<file path="config.mk">
export PLATFORM = sky130hd
export DESIGN_NAME = seg7_scan_driver
export DESIGN_NICKNAME = d
export VERILOG_FILES = /design/src/rtl/seg7_scan_driver.sv
export SDC_FILE = /design/constraint.sdc
export NUM_CORES = 1
export LEC_CHECK = 0
export CAP_MARGIN = 5
export CORE_MARGIN = 3
export CORE_UTILIZATION = 50
export DETAILED_ROUTE_END_ITERATION = 8
export PLACE_DENSITY = 0.74
export SLEW_MARGIN = 10
export SYNTH_ARGS = -nofsm -noshare
export SYNTH_HDL_FRONTEND = slang
export SYNTH_SLANG_ARGS = --single-unit
</file>
<file path="constraint.sdc">
create_clock -name clk -period 2.4 [get_ports clk]
set_input_delay 0.72 -clock clk [delete_from_list [all_inputs] [get_ports clk]]
set_output_delay 0.72 -clock clk [all_outputs]
set_load 0.03 [all_outputs]
</file>
<file path="src/rtl/seg7_scan_driver.sv">
// Four-digit multiplexed scan driver for a common-anode 7-segment display.
// Double-buffered frame updates, per-slot anode guard, leading-zero blanking.
module seg7_scan_driver #(
    parameter int unsigned DIV   = 50000,
    parameter int unsigned GUARD = 16
) (
    input  logic        clk,
    input  logic        rst,
    input  logic        load,
    input  logic [15:0] value,
    input  logic [3:0]  dp_in,
    input  logic        blank_lz,
    output logic [3:0]  digit,
    output logic [3:0]  an,
    output logic        dp,
    output logic [1:0]  pos
);

    localparam int unsigned CW = (DIV > 1) ? $clog2(DIV) : 1;

    logic [CW-1:0] cnt;
    logic [15:0]   sh_val;
    logic [3:0]    sh_dp;
    logic          pending;
    logic [15:0]   dsp_val;
    logic [3:0]    dsp_dp;

    logic          tick;
    logic          commit;
    logic          in_guard;
    logic [3:0]    blanked;
    logic          lit;

    assign tick   = (cnt == CW'(DIV - 1));
    assign commit = tick && (pos == 2'd3) && pending;

    always_ff @(posedge clk or posedge rst) begin
        if (rst) begin
            cnt <= '0;
            pos <= '0;
        end else if (tick) begin
            cnt <= '0;
            pos <= pos + 2'd1;
        end else begin
            cnt <= cnt + CW'(1);
        end
    end

    // A load in the commit cycle wins over the clear, so it lands next frame.
    always_ff @(posedge clk or posedge rst) begin
        if (rst) begin
            sh_val  <= '0;
            sh_dp   <= '0;
            pending <= 1'b0;
            dsp_val <= '0;
            dsp_dp  <= '0;
        end else begin
            if (commit) begin
                dsp_val <= sh_val;
                dsp_dp  <= sh_dp;
            end
            if (load) begin
                sh_val  <= value;
                sh_dp   <= dp_in;
                pending <= 1'b1;
            end else if (commit) begin
                pending <= 1'b0;
            end
        end
    end

    generate
        if (GUARD == 0) begin : g_noguard
            assign in_guard = 1'b0;
        end else begin : g_guard
            assign in_guard = (cnt < CW'(GUARD));
        end
    endgenerate

    always_comb begin
        blanked    = 4'b0000;
        blanked[3] = blank_lz && (dsp_val[15:12] == 4'h0);
        blanked[2] = blanked[3] && (dsp_val[11:8] == 4'h0);
        blanked[1] = blanked[2] && (dsp_val[7:4] == 4'h0);
    end

    assign lit   = !in_guard && !blanked[pos];
    assign digit = dsp_val[{pos, 2'b00} +: 4];
    assign an    = lit ? ~(4'b0001 << pos) : 4'b1111;
    assign dp    = lit ? ~dsp_dp[pos] : 1'b1;

endmodule
</file>
# == After elaboration in Yosys (flattened, before gate mapping) ==
# Index checks and enable logic that the tools add are counted.
# classes
order_cmp,2
bitwise_logic,2
add_sub_neg,2
n_mux,9
eq_ne,2
n_shift,2
reduce_logical,12
# op_table
op,n
"16-bit by 1-bit adder with 16-bit output, second input constant",1
"16-bit == test, second input constant",1
"16-bit by 5-bit < comparator with 1-bit output, second input constant",1
16-bit 2-to-1 mux,1
16-bit by 5-bit variable part select with 4-bit output,1
4-bit logical NOT,3
1-bit logical AND,6
1-bit 2-to-1 mux,5
1-bit binary-select mux with 2-bit select,2
4-bit 2-to-1 mux,1
4-bit inverter,1
"1-bit by 2-bit << shifter with 4-bit output, first input constant",1
"2-bit by 3-bit < comparator with 1-bit output, second input constant",1
"2-bit by 1-bit adder with 2-bit output, second input constant",1
"2-bit == test, second input constant",1
1-bit logical NOT,2
2-bit nonzero test,1
1-bit inverter,1
# word_totals
register_bits,59
word_cells,38
input_bits,24
out_inout_bits,11

# == Longest topological paths before layout ==
# Gate-level depths: netlist (run 1).
# depth
word_depth,9
ltp_mapped,6
depth_no_buf,5

# == Least setup slack after synthesis (run 1) ==
# OpenSTA, ideal clock, no wires.
# synth_path
path_type,register to output
startpoint,reg pos[0]
endpoint,out dp
required_time_ns,1.680
stages_incl_launch_ff,4
path_slack_ns,0.072
arrival_ns,1.608
n_path_buf,1
cell_sequence,dfrtp_1 clkbuf_1 mux4_2 nand2_1
# synth_between
elab_chain_len,5
elab_cells_between_ends,8
classes_between,5 x mux; 1 x bitwise; 2 x reduce/logical
# synth_rtl
item,line,text
start: declaration,16,output logic [1:0] pos
start signal: assignment,43,pos <= pos + 2'd1;
1-bit binary-select mux with 2-bit select,87,assign lit = !in_guard && !blanked[pos];
1-bit 2-to-1 mux (not written as such),87,
1-bit logical NOT,87,
1-bit logical AND,87,
1-bit 2-to-1 mux (*),90,assign dp = lit ? ~dsp_dp[pos] : 1'b1;
end: declaration,15,"output logic dp,"
# Mark *: on every way between the ends. The rest lies on a longest branch, timed or not. The select of a mux whose other input is x is not followed.

# == Worst setup path after layout (run 1) ==
# layout_path
startpoint,reg cnt[4]
endpoint,out an[1]
# layout_between
elab_chain_len,4
# layout_rtl
item,line,text
start: declaration,21,logic [CW-1:0] cnt;
start signal: assignment,45,cnt <= cnt + CW'(1);
16-bit by 5-bit < comparator with 1-bit output,76,assign in_guard = (cnt < CW'(GUARD));
1-bit logical NOT,87,
1-bit logical AND,87,
4-bit 2-to-1 mux,89,assign an = lit ? ~(4'b0001 << pos) : 4'b1111;
end: declaration,14,"output logic [3:0] an,"
# Every way passes these cells.

==> impl_results.md, run 1 <==
- Outcome: complete, but fails checks
- Failing checks: setup timing
- Post-synthesis compound-gate area fraction: 0.0173
- Total GRT Usage: 0.188
- Overflow after GRT: 0
- # rows: 25
- Latest clock arrival within the worst-skew pair: roughly 0.33 ns
- Clock Pin Slew Worst Setup and Hold Paths: roughly 0.060 ns
- Max Clock Freq: about 360 MHz
- Worst Skew: between 0.007 and 0.008 ns
- Max transition margin: 0.521
- Antenna diodes: 0
- Met1 Usage GRT: 0.234
- Post-DRT Antenna Nets: 0
- Share of cells above drive strength 1: 0.313
- Crit path kind: reg2out
- Post-layout minimum cycle time: between 2 and 3 ns
- Met3 Use GR: 0.0378
- Setup crit end kind: output pin
- Hold Slack: 0.486 ns
- CTS max path bufs: 2
- Simple-gate portion of the synthesized area: 0.101
- Placed cell area: between 3000 and 4000 um^2
- Worst hold path class: reg2reg
- CP Capture Point: an[1]
- Worst setup SP type: flop
- Syn Nets: 220
- Power Density: about 580 nW/um^2
- CTS tree: done
- Vias in the first global route: about 1,800
- Post-Synth Adder-Cell Area: 0.0241
- Mapped Cells: 191
- Area Growth Syn to Fin: 29.4%
- Height of the die: between 70 and 80 um
- Fin. max-slew vios: 0
- Hold Vio Cnt, Final: 0
- Synth area leaders: dfrtp_1, mux2_2, mux2_1, mux4_2, xnor2_1
- Reg2Reg Setup Slack: 0.08 ns
- First-pass GRT wire length: around 8600 um
- Worst slew pin tran: around 0.71 ns
- Total power: 1.95 mW
- Gr busiest metal: met2
- Average cell area after synthesis: ~14 um^2
- Final Wtd Congestion: 0.842
- Final wirelength: just over 5000 um
- Ports: 35
- RR Startpoint: cnt[4]
- Initial DRC Count: between 90 and 100
- Drt first pass iters: 4
- Post-synthesis mux area share: 0.221
- Maximum vdd drop: around 0.4 mV
- Maximum capacitance violations: 0
- Met2 GRT Util: 0.308
- Design area: approximately 3400 um^2
- Synthesized area: 2600 um^2
- Final setup violation count: 5
- Largest family of logic cells by synthesized area: multiplexers
- Via count: around 1,700
- Xor/xnor share of the synthesized area: 0.0438
- Crit. Startpoint: cnt[4]
- Final HPWL DP: 3670 um
- Cell count after placement: ~300
- Nets@finish: around 280
- Routed WL per cell: between 15 and 20 um
- Setup slack after layout: -0.357 ns
- Synth warn: 0
- Largest net degree at the start of global routing: 60
- Max FO, Critical Path: 5
- Fin util: 0.690
- Fin crit share: 1.15
- Flops & latches, synth: between 50 and 60
- DP Worst Slack: -0.184 ns
- Initial antenna violation count: 0
- CP required: 1.68 ns
- Share of the synthesized area in the top cell type: 0.568
- Seq/Total Area, Yosys: 0.568
- CP arrival: ~2 ns
- H-tree depth: 3
- R2R cell count: 7
- Clock sinks: 59
- Post-synth top area cell: dfrtp_1
- RSZ-0062 raised after global routing: yes
- Port Buf Inserts: 34
- Starting Density: 0.533
- Die X: 78.1 um
- Synth cell types: 29
- DRC: 0
- Vias/cell: 5.25
- Core area: between 4000 and 5000 um^2
- Clock root buffer: clkbuf_8
- Post-route insts no fill: approximately 320
- Post-cts hold buffer count: 0
- Leakage power: 1.56 nW
- Reg-to-reg endpoint: dsp_val[1]
- TritonCTS Buffers: 9
- Fillers: ~350
- Total negative setup slack: -1.75 ns
- Die ar.: between 6000 and 7000 um^2
==> cell usage in the layout, fill, tap and decap left out, types with 3 or more instances in the layout <==
master / instances
xnor2_1: 8
clkbuf_8: 11
clkinv_2: 4
nor4_1: 3
mux2_1: 20
inv_1: 5
dfrtp_1: 57
nand4_1: 5
mux4_2: 5
clkdlybuf4s50_1: 25
nand2_2: 4
buf_6: 5
ha_1: 5
buf_4: 16
nand3_1: 3
xor2_1: 5
nor2_1: 10
and3_1: 3
nand2_1: 7
mux2_2: 21
dlygate4sd2_1: 4
o21ai_0: 3
==> flip-flops by register name, indices dropped and copies added (netlist names) <==
register,cells
cnt,16
pos,2
pending,1
dsp_val,16
sh_dp,4
dsp_dp,4
sh_val,16
==> synth_stat cells <==
cell type,n
inv_1,6
nand3_1,3
and2_0,1
nand4_1,5
nor2_1,10
a31o_2,1
nor4_1,4
or4_4,1
a21o_1,1
nor4_4,1
nor2b_1,1
mux4_2,5
and3_1,4
mux2_1,20
or4_1,3
a211oi_1,1
nand2_1,12
or3_1,2
buf_2,1
buf_6,2
nor3_1,1
ha_1,5
o21ai_0,3
dfrtp_1,59
mux2_2,21
clkbuf_1,4
xor2_1,5
a31oi_1,1
xnor2_1,8
==> cell families (layout without fill, tap and decap cells) <==
| kind of cell | Yosys count | after routing |
|---|---|---|
| adder cells (fa/ha/maj) | 5 | 5 |
| AO/OA/AOI/OAI | 7 | 7 |
| flip-flops | 59 | 59 |
| XOR/XNOR | 13 | 13 |
| AND/OR/NAND/NOR | 48 | 48 |
| buffers and inverters | 13 | 74 |
| multiplexers | 46 | 46 |
==> power breakdown <==
part           total, mW  switching [mW]  internal [mW]
Clock              0.793           0.371          0.422
Combinational      0.106          0.0385         0.0672
Sequential          1.05          0.0178           1.03
Total               1.95           0.427           1.52
==> how the worst min path moves through the flow <==
stage                   start         to  slack (ns)  depth (start not counted)
floorplan             pending    pending        0.44                          1
global placement      pending    pending        0.45                          1
detailed placement    pending    pending        0.47                          1
CTS                 dsp_dp[2]  dsp_dp[2]        0.49                          1
global route           cnt[0]     cnt[0]        0.51                          1
finish              dsp_dp[2]  dsp_dp[2]        0.49                          1
==> layout make-up <==
class / count / area (um^2) / share of cell area
clock inverters: 5 / 27.5 / 0.00818
flip-flops and latches: 59 / 1480 / 0.439
inverters: 6 / 22.5 / 0.00669
well taps: 67 / 83.8 / 0.0249
repair buffers: 52 / 502 / 0.149
multi-input cells: 119 / 1100 / 0.327
clock buffers: 11 / 151 / 0.0450
==> per-layer routing <==
metal / vias up / part of all wire
met1: 831 / 0.43
met3: 13 / 0.036
met4: 0 / 0.028
met2: 39 / 0.51
li1: 793 / -
met5: - / 0
==> worst max-delay path, stage by stage (launching register included) <==
cell and delay (ns):
dfrtp_1 0.39, or4_4 0.57, nor4_4 0.29, a31oi_1 0.07, buf_4 0.18, nand2_2 0.08
buf_6 0.13
==> what timing repair did <==
action                     CTS  global route
pin swaps                    4             4
gates resized for setup     19             2
setup buffers                2             2
setup endpoints to repair   11            11
cloned                       0             0
Power figures use the tool's default switching activity.
==> run 2: changes to the inputs <==
CORE_ASPECT_RATIO = 1.5   (was default)
==> impl_results.md, run 2 (synthesized netlist as in run 1, its figures left out) <==
- Total negative setup slack: -0.866 ns (+0.886 ns)
- Maximum vdd drop: 0.577 mV (+48%)
- Clock Pin Slew Worst Setup and Hold Paths: 0.06 ns (about the same)
- Placed cell area: 3110 um^2 (+0.20%)
- Final HPWL DP: 3400 um (-7.2%)
- Ports: 35 (unchanged)
- Worst setup SP type: flop
- Post-route insts no fill: 316 (-0.94%)
- DP Worst Slack: -0.118 ns (+0.0654 ns)
- Most frequent cells in the layout: dfrtp_1, clkdlybuf4s50_1, mux2_2
- Post-DRT Antenna Nets: 0 (unchanged)
- Most common cell after layout, fill and taps aside: dfrtp_1
- Max Clock Freq: 388 MHz (+6.9%)
- Total GRT Usage: 0.181 (-0.00724)
- Setup crit end kind: output pin
- CP arrival: 1.86 ns (-0.18 ns)
- CTS max path bufs: 2 (unchanged)
- Core area: 4930 um^2 (+0.95%)
- Port Buf Inserts: 34 (unchanged)
- Power Density: 579 nW/um^2 (+0.26%)
- Clock root buffer: clkbuf_8
- Via count: 1,673 (-0.18%)
- First-pass GRT wire length: 8290 um (-4.1%)
- Die X: 64.9 um (-17%)
- Max transition margin: 0.556 (+0.0353)
- H-tree depth: 3 (unchanged)
- Max FO, Critical Path: 5 (unchanged)
- Height of the die: 94.3 um (+21%)
- Initial DRC Count: 79 (-17%)
- Post-cts hold buffer count: 0 (unchanged)
- Leakage power: 1.54 nW (-1.4%)
- Die ar.: 6120 um^2 (+0.29%)
- Initial antenna violation count: 0 (unchanged)
- Vias/cell: 5.29 (+0.77%)
- Largest net degree at the start of global routing: 60 (unchanged)
- Total power: 1.92 mW (-1.1%)
- Worst hold path class: reg2reg
- Maximum capacitance violations: 0 (unchanged)
- Outcome: complete, but fails checks
- Fin util: 0.674 (-0.0156)
- TritonCTS Buffers: 9 (unchanged)
- Overflow after GRT: 0 (unchanged)
- Starting Density: 0.528 (-0.00501)
- Top flop regs: cnt x16, dsp_val x16, sh_val x16
- Post-layout minimum cycle time: 2.58 ns (-0.177 ns)
- Drt first pass iters: 4 (unchanged)
- Fin. max-slew vios: 0 (unchanged)
- Worst Skew: 0.00762 ns (-0.000148 ns)
- Failing checks: setup timing
- # rows: 31 (+24%)
- Fin crit share: 1.08 (-0.0739)
- Vias in the first global route: 1,769 (-1.2%)
- DRC: 0 (unchanged)
- Antenna diodes: 0 (unchanged)
- Latest clock arrival within the worst-skew pair: 0.32 ns (about the same)
- Clock sinks: 59 (unchanged)
- RSZ-0062 raised after global routing: yes
- Routed WL per cell: 15.3 um (-5.9%)
- CP required: 1.68 ns (about the same)
- CTS tree: done
- Fillers: 395 (+14%)
- Crit path kind: reg2out
- Final Wtd Congestion: 0.831 (-1.3%)
- Cell count after placement: 299 (unchanged)
- Final wirelength: 4840 um (-6.8%)
- Hold Slack: 0.472 ns (-0.0141 ns)
- Worst slew pin tran: 0.660 ns (-0.0525 ns)
- Area Growth Syn to Fin: 27.7%
- Final setup violation count: 5 (unchanged)
- Setup slack after layout: -0.180 ns (+0.177 ns)
- Nets@finish: 274 (-0.72%)
- Share of cells above drive strength 1: 0.292 (-0.0215)
- Design area: 3320 um^2 (-1.3%)
- Hold Vio Cnt, Final: 0 (unchanged)
[run 2: path summary, 6_finish.rpt]
check                      slack [ns]  cells past startpoint          to        from
min in group asynchronous        0.76                      3     cnt[11]         rst
hold / removal                   0.47                      1     pending     pending
setup reg to reg                 0.15                      6  dsp_val[4]      cnt[7]
setup / recovery                -0.18                      5       an[1]  dsp_val[4]
max in group asynchronous        1.36                      3      pos[1]         rst
hold reg to reg                  0.47                      1     pending     pending
[run 2: where the power goes]
| part | internal [mW] | total [mW] | leakage (nW) | switching, mW |
|---|---|---|---|---|
| Clock | 0.429 | 0.774 | 0.0905 | 0.345 |
| Combinational | 0.0671 | 0.105 | 0.693 | 0.0381 |
| Sequential | 1.03 | 1.04 | 0.756 | 0.0161 |
| Total | 1.52 | 1.92 | 1.54 | 0.399 |
[run 2: metal layers]
| layer | GRT usage | vias up | routed length (um) |
|---|---|---|---|
| met2 | 0.301 | 42 | 2620 |
| met4 | 0.0899 | 0 | 68 |
| met5 | 0 | - | 0 |
| met3 | 0.0405 | 6 | 184 |
| li1 | - | 784 | - |
| met1 | 0.221 | 841 | 1970 |
[run 2: area by class of cell]
type | count | area [um^2] | share of cell area
Clock buffer | 14 | 163 | 0.0490
Clock inverter | 2 | 10.0 | 0.00301
Inverter | 6 | 22.5 | 0.00678
Multi-Input combinational cell | 119 | 1090 | 0.328
Sequential cell | 59 | 1480 | 0.445
Tap cell | 66 | 82.6 | 0.0249
Timing Repair Buffer | 50 | 477 | 0.144
[run 2: critical path, stage by stage (launching register included)]
cell	delay, ns
dfrtp_1	0.40
or4_1	0.59
o21ai_2	0.17
a31oi_2	0.14
nand2_1	0.11
buf_6	0.13
[run 2: repair_timing]
action / in CTS / in global routing
pin swaps: 7 / 0
setup endpoints to repair: 9 / 9
buffers inserted: 2 / 0
resized for setup: 16 / 8
==> run 3: changes to the inputs <==
PLACE_DENSITY = 0.73   (was 0.74)
SLEW_MARGIN = default   (was 10)
==> impl_results.md, run 3 (synthesized netlist as in run 1, its figures left out) <==
- Maximum vdd drop: 0.490 mV (-15%)
- RSZ-0062 raised after global routing: yes
- Ports: 35 (unchanged)
- Logic pwr share: 0.056 (about the same)
- Largest net degree at the start of global routing: 60 (unchanged)
- Clock sinks: 59 (unchanged)
- Fin. max-slew vios: 0 (unchanged)
- Height of the die: 94.3 um (unchanged)
- Reg-to-reg endpoint: dsp_val[4]
- Post-cts hold buffer count: 0 (unchanged)
- Worst Skew: 0.00421 ns (-0.00341 ns)
- Max incr delay on CP: 0.55 ns (-0.04 ns)
- Drt first pass iters: 4 (unchanged)
- CTS tree: done
- Overflow after GRT: 0 (unchanged)
- Setup slack after layout: -0.231 ns (-0.0508 ns)
- Switching power: 0.416 mW (+4.0%)
- WL met1: 2090 um (+6.2%)
- Reg2Reg Setup Slack: 0.13 ns (-0.02 ns)
- Hold Vio Cnt, Final: 0 (unchanged)
- Power Density: 572 nW/um^2 (-1.2%)
- Final wirelength: 5330 um (+10%)
- Fillers: 376 (-4.8%)
- Die ar.: 6120 um^2 (unchanged)
- RR Startpoint: cnt[10]
- CP max stage cell: or4_4
- Top sig layer: met4
- Clock Pin Slew Worst Setup and Hold Paths: 0.06 ns (about the same)
- Most frequent cells in the layout: dfrtp_1, clkdlybuf4s50_1, mux2_2
- Die X: 64.9 um (unchanged)
- Worst hold path class: reg2reg
- CP required: 1.68 ns (about the same)
- Worst path cell trace: or4_4, nor4_4, a31oi_4, nand2_1, buf_6
- Crit. Startpoint: cnt[10]
- Outcome: complete, but fails checks
- Crit path kind: reg2out
- DRC: 0 (unchanged)
- Leakage power: 1.57 nW (+1.9%)
- Met3 WL: 199 um (+8.2%)
- Sw Share: 0.218 (+0.0107)
- Nets@finish: 274 (unchanged)
- First-pass GRT wire length: 9080 um (+9.5%)
- Starting Density: 0.528 (unchanged)
- H-tree depth: 3 (unchanged)
- Hold Path Origin: pending
- Latest clock arrival within the worst-skew pair: 0.33 ns (about the same)
- TritonCTS Buffers: 9 (unchanged)
- Final Wtd Congestion: 0.846 (+1.9%)
- Failing checks: setup timing
- Setup crit end kind: output pin
- Routed WL per cell: 16.9 um (+10%)
- CTS max path bufs: 2 (unchanged)
- Maximum capacitance violations: 0 (unchanged)
- Fin crit share: 1.10 (+0.0212)
- Total negative setup slack: -1.12 ns (-0.252 ns)
- Area Growth Syn to Fin: 27.9%
- Total GRT Usage: 0.203 (+0.0218)
- Clk pwr share: 0.395 (-0.007)
- Most common cell after layout, fill and taps aside: dfrtp_1
- CP arrival: 1.91 ns (+0.05 ns)
- Max transition margin: 0.493 (-0.0632)
- Met2 Wirelength: 2900 um (+11%)
- Sequential share of power: 0.549 (+0.006)
- Post-layout minimum cycle time: 2.63 ns (+0.0508 ns)
- Max FO, Critical Path: 5 (unchanged)
- Core area: 4930 um^2 (unchanged)
- Initial antenna violation count: 0 (unchanged)
- Port Buf Inserts: 34 (unchanged)
- Final HPWL DP: 3850 um (+13%)
- Top flop regs: cnt x16, dsp_val x16, sh_val x16
- Total power: 1.90 mW (-1.1%)
- Vias/cell: 5.42 (+2.4%)
- R2R cell count: 6 (unchanged)
- Antenna diodes: 0 (unchanged)
- Share of cells above drive strength 1: 0.293 (+0.00117)
- Internal power: 1.49 mW (-2.4%)
- Final setup violation count: 5 (unchanged)
- Max Clock Freq: 380 MHz (-1.9%)
- Post-DRT Antenna Nets: 0 (unchanged)
- Via count: 1,707 (+2.0%)
- Worst setup SP type: flop
- Initial DRC Count: 81 (+2.5%)
- Worst slew pin tran: 0.753 ns (+0.0939 ns)
- # rows: 31 (unchanged)
- Vias in the first global route: 1,871 (+5.8%)
- CP Capture Point: an[1]
- Clock root buffer: clkbuf_8
[run 3: worst min-delay path by stage]
stage	cells after the start	end	slack, ns
3_3_place_gp	1	pending	0.45
6_report	1	pending	0.47
5_1_grt	1	pending	0.50
3_5_place_dp	1	pending	0.46
2_1_floorplan	1	pending	0.44
4_1_cts	1	pending	0.48
[run 3: repair_timing]
item | CTS | global route
setup buffers | 2 | 0
endpoints found under the hold margin | 0 | 0
gates resized for setup | 21 | 6
pin swaps | 6 | 1
setup endpoints to repair | 10 | 11
[run 3: power groups by stage]
stage	clock [mW]	sequential, mW	combinational (mW)
after floorplan	0	1.06	0.0555
final	0.751	1.05	0.107
after detailed placement	0	1.06	0.109
after CTS	0.774	1.05	0.110
after global routing	0.831	1.05	0.118
after global placement	0	1.06	0.104
[run 3: layout make-up]
cell class	instances	area, um^2	area share
tap	66	82.6	0.0248
clock inverter	3	15.0	0.00451
timing repair buffer	50	489	0.147
inverter	6	22.5	0.00677
sequential	59	1480	0.445
multi-input combinational	119	1090	0.329
clock buffer	12	145	0.0436
[run 3: per-layer routing]
| layer | global-route usage | up-vias |
|---|---|---|
| li1 | - | 787 |
| met1 | 0.227 | 854 |
| met2 | 0.351 | 53 |
| met3 | 0.0667 | 13 |
| met4 | 0.0864 | 0 |
| met5 | 0 | - |
[run 3: worst max-delay path: cells and delay by family, from the launching register on]
family | cells | cell delay (ns)
buf+inv | 1 | 0.13
simple gates | 3 | 0.99
flops | 1 | 0.38
compound gates | 1 | 0.08
[run 3: through the flow]
stage               cells  worst slack, ns   util  hold WS, ns  area, um^2
floorplan             191           0.0716      -        0.442        2600
global placement      299           -0.130  0.631        0.455        3110
detailed placement    299           -0.151  0.631        0.462        3110
CTS                   315           -0.251  0.676        0.476        3330
global route          315           -0.316  0.675        0.498        3330
finish                315           -0.231  0.675        0.469        3330
==> variant 1, RTL diff (config.mk and constraints of run 2) <==
Change the parameter `DIV` from 50000 to 25000.
--- a/src/rtl/seg7_scan_driver.sv
+++ b/src/rtl/seg7_scan_driver.sv
@@ -1,7 +1,7 @@
 // Four-digit multiplexed scan driver for a common-anode 7-segment display.
 // Double-buffered frame updates, per-slot anode guard, leading-zero blanking.
 module seg7_scan_driver #(
-    parameter int unsigned DIV   = 50000,
+    parameter int unsigned DIV   = 25000,
     parameter int unsigned GUARD = 16
 ) (
     input  logic        clk,
Check against the original RTL: same outputs for any inputs over 10 cycles, from zero or initial values and one cycle with rst high; that may be too few to reach the edited logic, so the function may still have changed.
==> variant 1 against run 2 <==
  * The run still ends with negative setup slack left
  * Via count up 3.0%
  * Clock skew is essentially flat
  * Wire length increased by 13%
  * Non-clock buffer count increased by 2
  * Clock power grew 1%
  * Sequential cell count fell by 1
  * Area after synthesis down 1.6%
  * Power is essentially flat
  * Register-to-register slack got worse by 0.04 ns
  * Worst setup slack lost 0.15 ns
  * Count of clock-buffer cells in the layout shrank 1
  * Global-route usage is 3.0 points higher
  * Final area fell by 0.11%
  * Critical path type unchanged
  * Highest routed layer unchanged
==> variant 1: results (changes against run 2) <==
* R2R Setup Slk at 0.11 ns (was 0.15 ns)
* Adder-cell share of the synthesized area at 0.0244 (was 0.0241)
* Worst Tran Pin Value at 0.411 ns (was 0.660 ns)
* Final wirelength at 5470 um (was 4840 um)
* Layout cell share with drive strength beyond 1 at 0.333 (was 0.292)
* Pre-CTS setup slack at -0.576 ns (was -0.118 ns)
* Critical path launch point: cnt[13] (was dsp_val[4])
* Top cells by area, synth: dfrtp_1 57%, mux2_1 8.8%, mux2_2 8.8% (was dfrtp_1 57%, mux2_2 9.1%, mux2_1 8.7%)
* Failing checks: negative setup slack (unchanged)
* Register area share after synthesis at 0.567 (was 0.568)
* Initial drt markers at 134 (was 79)
* Final Setup Violations at 5 (unchanged)
* Layout Skew at 0.00802 ns (was 0.00762 ns)
* Post-synthesis compound-gate area fraction at 0.0205 (was 0.0173)
* Hpwl dp at 3880 um (was 3400 um)
* Placed inst area at 3100 um2 (was 3110 um2)
* Fillers at 390 (was 395)
* Cells after DPL at 296 (was 299)
* Critical Path AT at 2.01 ns (was 1.86 ns)
* Worst hold start: cnt[0] (was pending)
* Leak at 1.53 nW (was 1.54 nW)
* Final Non-Filler Cells at 312 (was 316)
* R2R Path End: dsp_dp[2] (was dsp_val[4])
* Hold path endpoint: cnt[0] (was pending)
* Top cells by count, synth: 58 x dfrtp_1, 20 x mux2_1, 20 x mux2_2 (was 59 x dfrtp_1, 21 x mux2_2, 20 x mux2_1)
* Final setup margin at -0.327 ns (was -0.180 ns)
* Critical R2R Launch: cnt[9] (was cnt[7])
* Synthesis-to-layout area growth at 29.7% (was 27.7%)
* Outcome: finished, violations left (unchanged)
* Biggest regs: dsp_val (16), sh_val (16), cnt (15) (was cnt (16), dsp_val (16), sh_val (16))
-- variant 1: changes by cell type in the layout (fill, tap and decap cells not counted), sizes merged, moves of 2 or more --
| cell | run 2 | this run |
|---|---|---|
| a21oi | 0 | 3 |
| and3 | 4 | 1 |
| buf | 21 | 24 |
| nor2 | 10 | 7 |
| clkdlybuf4s50 | 25 | 23 |
| inv | 6 | 4 |
| nand3 | 3 | 5 |
-- variant 1: cell type report --
| type | instances | area share |
|---|---|---|
| Tap cell | 66 | 0.0249 |
| Clock buffer | 13 | 0.0479 |
| Inverter | 4 | 0.00452 |
| Clock inverter | 2 | 0.00377 |
| Sequential cell | 58 | 0.438 |
| Multi-Input combinational cell | 117 | 0.335 |
| Timing Repair Buffer | 52 | 0.146 |
-- variant 1: metal layers --
metal,share of wire,vias up,global-route usage
met4,0.021,0,0.104
met5,0,-,0
met2,0.57,45,0.380
met3,0.038,12,0.0517
met1,0.37,888,0.226
li1,-,778,-
-- variant 1: what timing repair did --
item | CTS | global route
setup endpoints to repair | 10 | 10
endpoints found under the hold margin | 0 | 0
hold buffers | 0 | 0
gates resized for setup | 20 | 8
pin swaps | 9 | 1
setup buffers | 1 | 0
-- variant 1: metrics by stage --
stage          setup TNS (ns)  hold WS, ns  total power, W
3_3_place_gp            -2.57        0.445         0.00115
4_1_cts                 -1.52        0.469         0.00194
3_5_place_dp            -2.82        0.457         0.00116
6_report                -1.60        0.463         0.00192
5_1_grt                 -1.98        0.491         0.00200
2_1_floorplan               0        0.433         0.00110
-- variant 1: worst max path at each step --
stage | depth (start not counted) | end | slack (ns)
after floorplan | 4 | an[0] | 0.06
after global placement | 6 | dp | -0.53
after detailed placement | 6 | an[2] | -0.58
after CTS | 6 | an[2] | -0.32
after global routing | 6 | an[0] | -0.40
final | 6 | an[2] | -0.33
-- variant 1: cell families after synthesis --
family          count (synthesis)
compound gates                  9
xor+xnor                       12
fa+ha+maj                       5
buf+inv                        11
flops                          58
mux                            45
simple gates                   46
-- variant 1: critical path, cell delays in order (launching register included) --
cell,delay [ns]
dfrtp_1,0.38
or4_4,0.55
nor4_4,0.27
buf_4,0.16
a21oi_4,0.06
nand2_2,0.12
buf_6,0.13
-- variant 1: power by group through the flow --
stage | Clock [W] | Sequential [W] | Combinational (W)
2_1_floorplan | 0 | 0.00104 | 0.0000571
3_3_place_gp | 0 | 0.00104 | 0.000105
3_5_place_dp | 0 | 0.00105 | 0.000111
4_1_cts | 0.000801 | 0.00103 | 0.000111
5_1_grt | 0.000848 | 0.00103 | 0.000120
6_report | 0.000785 | 0.00103 | 0.000108
==> variant 2, RTL diff (config.mk and constraints of run 2) <==
Without the edit above. Register the inputs `load`, `value`, `dp_in` and `blank_lz` before use, cleared by the reset. The logic sees them one clock later. Comments in the files are not updated.
--- a/src/rtl/seg7_scan_driver.sv
+++ b/src/rtl/seg7_scan_driver.sv
@@ -17,6 +17,25 @@
 );
 
     localparam int unsigned CW = (DIV > 1) ? $clog2(DIV) : 1;
+
+    logic load_q;
+    logic [15:0] value_q;
+    logic [3:0] dp_q;
+    logic blank_lz_q;
+
+    always_ff @(posedge clk or posedge rst) begin
+        if (rst) begin
+            load_q     <= '0;
+            value_q    <= '0;
+            dp_q       <= '0;
+            blank_lz_q <= '0;
+        end else begin
+            load_q     <= load;
+            value_q    <= value;
+            dp_q       <= dp_in;
+            blank_lz_q <= blank_lz;
+        end
+    end
 
     logic [CW-1:0] cnt;
     logic [15:0]   sh_val;
@@ -59,9 +78,9 @@
                 dsp_val <= sh_val;
                 dsp_dp  <= sh_dp;
             end
-            if (load) begin
-                sh_val  <= value;
-                sh_dp   <= dp_in;
+            if (load_q) begin
+                sh_val  <= value_q;
+                sh_dp   <= dp_q;
                 pending <= 1'b1;
             end else if (commit) begin
                 pending <= 1'b0;
@@ -79,7 +98,7 @@
 
     always_comb begin
         blanked    = 4'b0000;
-        blanked[3] = blank_lz && (dsp_val[15:12] == 4'h0);
+        blanked[3] = blank_lz_q && (dsp_val[15:12] == 4'h0);
         blanked[2] = blanked[3] && (dsp_val[11:8] == 4'h0);
         blanked[1] = blanked[2] && (dsp_val[7:4] == 4'h0);
     end
Behaviour: no difference found for any inputs over 10 cycles, from zero or initial values and one cycle with rst high; that may be too few to reach the edited logic, so the function may still have changed.
==> variant 2 against run 2 <==
  * The run still ends with negative setup slack left
  * Power rose by 35%
  * Die area increased by 26%
  * Via count rose by 12%
  * Worst setup slack got worse by 0.0022 ns
  * Combinational power is 9% higher
  * Sequential cell count is 22 higher
  * Wire length rose by 21%
  * Final area increased by 23%
  * Area after synthesis is 28% higher
  * Critical path type unchanged
==> variant 2: results (changes against run 2) <==
* Pre-antenna DRT Iters at 4 (unchanged)
* Clock transition at path regs at 0.08 ns (was 0.06 ns)
* Total negative slack at -0.871 ns (was -0.866 ns)
* Mapped Nets at 248 (was 220)
* Final wirelength at 5880 um (was 4840 um)
* Final Wtd Congestion at 0.869 (was 0.831)
* Root Buffer: clkbuf_8 (unchanged)
* Top cells by area, synth: dfrtp_1 61%, mux2_4 9.0%, mux2_2 7.1% (was dfrtp_1 57%, mux2_2 9.1%, mux2_1 8.7%)
* Synthesized area per cell at 15.2 um2 (was 13.6 um2)
* Warnings, synthesis at 0 (unchanged)
* Outcome: finished, violations left (unchanged)
* Failing checks: negative setup slack (unchanged)
* Clock insertion delay at the later pin of the skew report at 0.34 ns (was 0.32 ns)
* Final Setup Violations at 5 (unchanged)
* Hold_ws at 0.457 ns (was 0.472 ns)
* Final Non-Filler Cells at 354 (was 316)
* Cells after DPL at 333 (was 299)
* Critical Path Fanout Max at 5 (unchanged)
* Hpwl dp at 4040 um (was 3400 um)
* Layout Skew at 0.0104 ns (was 0.00762 ns)
* DR vias at 1882 (was 1673)
* Synth async-reset ratio at 1.00 (unchanged)
* Top cells by count, synth: 81 x dfrtp_1, 21 x mux2_2, 20 x mux2_4 (was 59 x dfrtp_1, 21 x mux2_2, 20 x mux2_1)
* Initial drt markers at 92 (was 79)
* Cts bufs inserted at 9 (unchanged)
* R2R Setup Slk at 0.49 ns (was 0.15 ns)
* CTS HTree Levels at 3 (unchanged)
* Nets@finish at 304 (was 274)
* Leak at 1.84 nW (was 1.54 nW)
* Worst Tran Pin Value at 0.419 ns (was 0.660 ns)
* Pin count of the biggest net entering global routing at 82 (was 60)
* Critical Path AT at 1.86 ns (about the same)
* Worst hold path class: reg -> reg (unchanged)
* Inserted Diodes at 0 (unchanged)
* Final setup margin at -0.182 ns (was -0.180 ns)
* Total net switching power at 0.000531 W (was 0.000399 W)
* Clock Tree Buf Depth at 2 (unchanged)
* Vias in the first global route at 2014 (was 1769)
* Initial antenna violation count at 0 (unchanged)
* Maximum vdd drop at 490 uV (was 577 uV)
* IO buf count at 34 (unchanged)
* Total track usage at 0.177 (was 0.181)
* Distinct cell type count after synthesis at 35 (was 29)
* Register area share after synthesis at 0.609 (was 0.568)
* Layout cell share with drive strength beyond 1 at 0.346 (was 0.292)
* First-pass GRT wire length at 10200 um (was 8290 um)
-- variant 2: cell count changes after synthesis, sizes merged, moves of 2 or more --
| cell | change |
|---|---|
| inv | -2 |
| xor2 | +2 |
| o211ai | +2 |
| xnor2 | -4 |
| dfrtp | +22 |
| a21oi | +2 |
| and2 | +3 |
| or4 | -3 |
| and4 | +4 |
| nor2 | -2 |
| nand2b | +3 |
| and3 | -3 |
| nand3 | +5 |
-- variant 2: cell families (layout without fill, tap and decap cells) --
family                     Yosys count  in the layout  share of synthesized area
DFF                                 81             81                      0.609
and+or+nand+nor                     55             55                      0.107
muxes                               46             46                      0.195
buffers and inverters               12             73                     0.0248
xor gates and xnor gates            11             11                     0.0289
AOI/OAI and AO/OA                    9              9                     0.0165
adders and majority gates            5              5                     0.0188
-- variant 2: worst paths after layout --
path,from,endpoint,cells after the start
min,cnt[0],cnt[0],1
min in group asynchronous,rst,dp_q[0],3
max reg2reg,cnt[6],dsp_val[7],8
max,cnt[8],an[2],4
min reg2reg,cnt[0],cnt[0],1
max in group asynchronous,rst,cnt[13],3
-- variant 2: power by group through the flow --
stage	combinational, W	clock (W)	sequential (W)
floorplan	0.0000621	0	0.00146
global placement	0.000114	0	0.00146
detailed placement	0.000118	0	0.00147
CTS	0.000118	0.00107	0.00144
global route	0.000127	0.00113	0.00145
finish	0.000114	0.00105	0.00144
-- variant 2: routing by layer --
layer  wire [um]  share of wire  global-route usage  vias to the layer above
met5           0              0                   0                        -
met4          86          0.015              0.0699                        0
met3         221          0.038              0.0407                        6
met2        3170           0.54               0.293                       38
met1        2400           0.41               0.221                      953
li1            -              -                   -                      885
-- variant 2: area by class of cell --
cell class / count / area (um2)
Inverter: 4 / 18.8
Clock buffer: 11 / 131
Fill cell: 485 / 2230
Timing Repair Buffer: 53 / 504
Clock inverter: 5 / 80.1
Sequential cell: 81 / 2030
Tap cell: 74 / 92.6
Multi-Input combinational cell: 126 / 1220
-- variant 2: what timing repair did --
item | 4_1_cts | 5_1_grt
endpoints found under the setup margin | 8 | 8
endpoints found under the hold margin | 0 | 0
resized for setup | 8 | 5
pin swaps | 6 | 5
buffers inserted | 1 | 4
-- variant 2: critical path: stages (launching register included) --
cell	delay, ns
dfrtp_1	0.37
or4_1	0.52
o32a_1	0.38
nand2_1	0.12
buf_6	0.13
-- variant 2: metrics by stage --
step	instance area, um2	setup slack [ns]	total power (W)
2_1_floorplan	3330	0.104	0.00152
3_3_place_gp	3810	0.166	0.00158
3_5_place_dp	3810	0.145	0.00158
4_1_cts	4040	-0.237	0.00263
5_1_grt	4080	-0.266	0.00271
6_report	4080	-0.182	0.00260
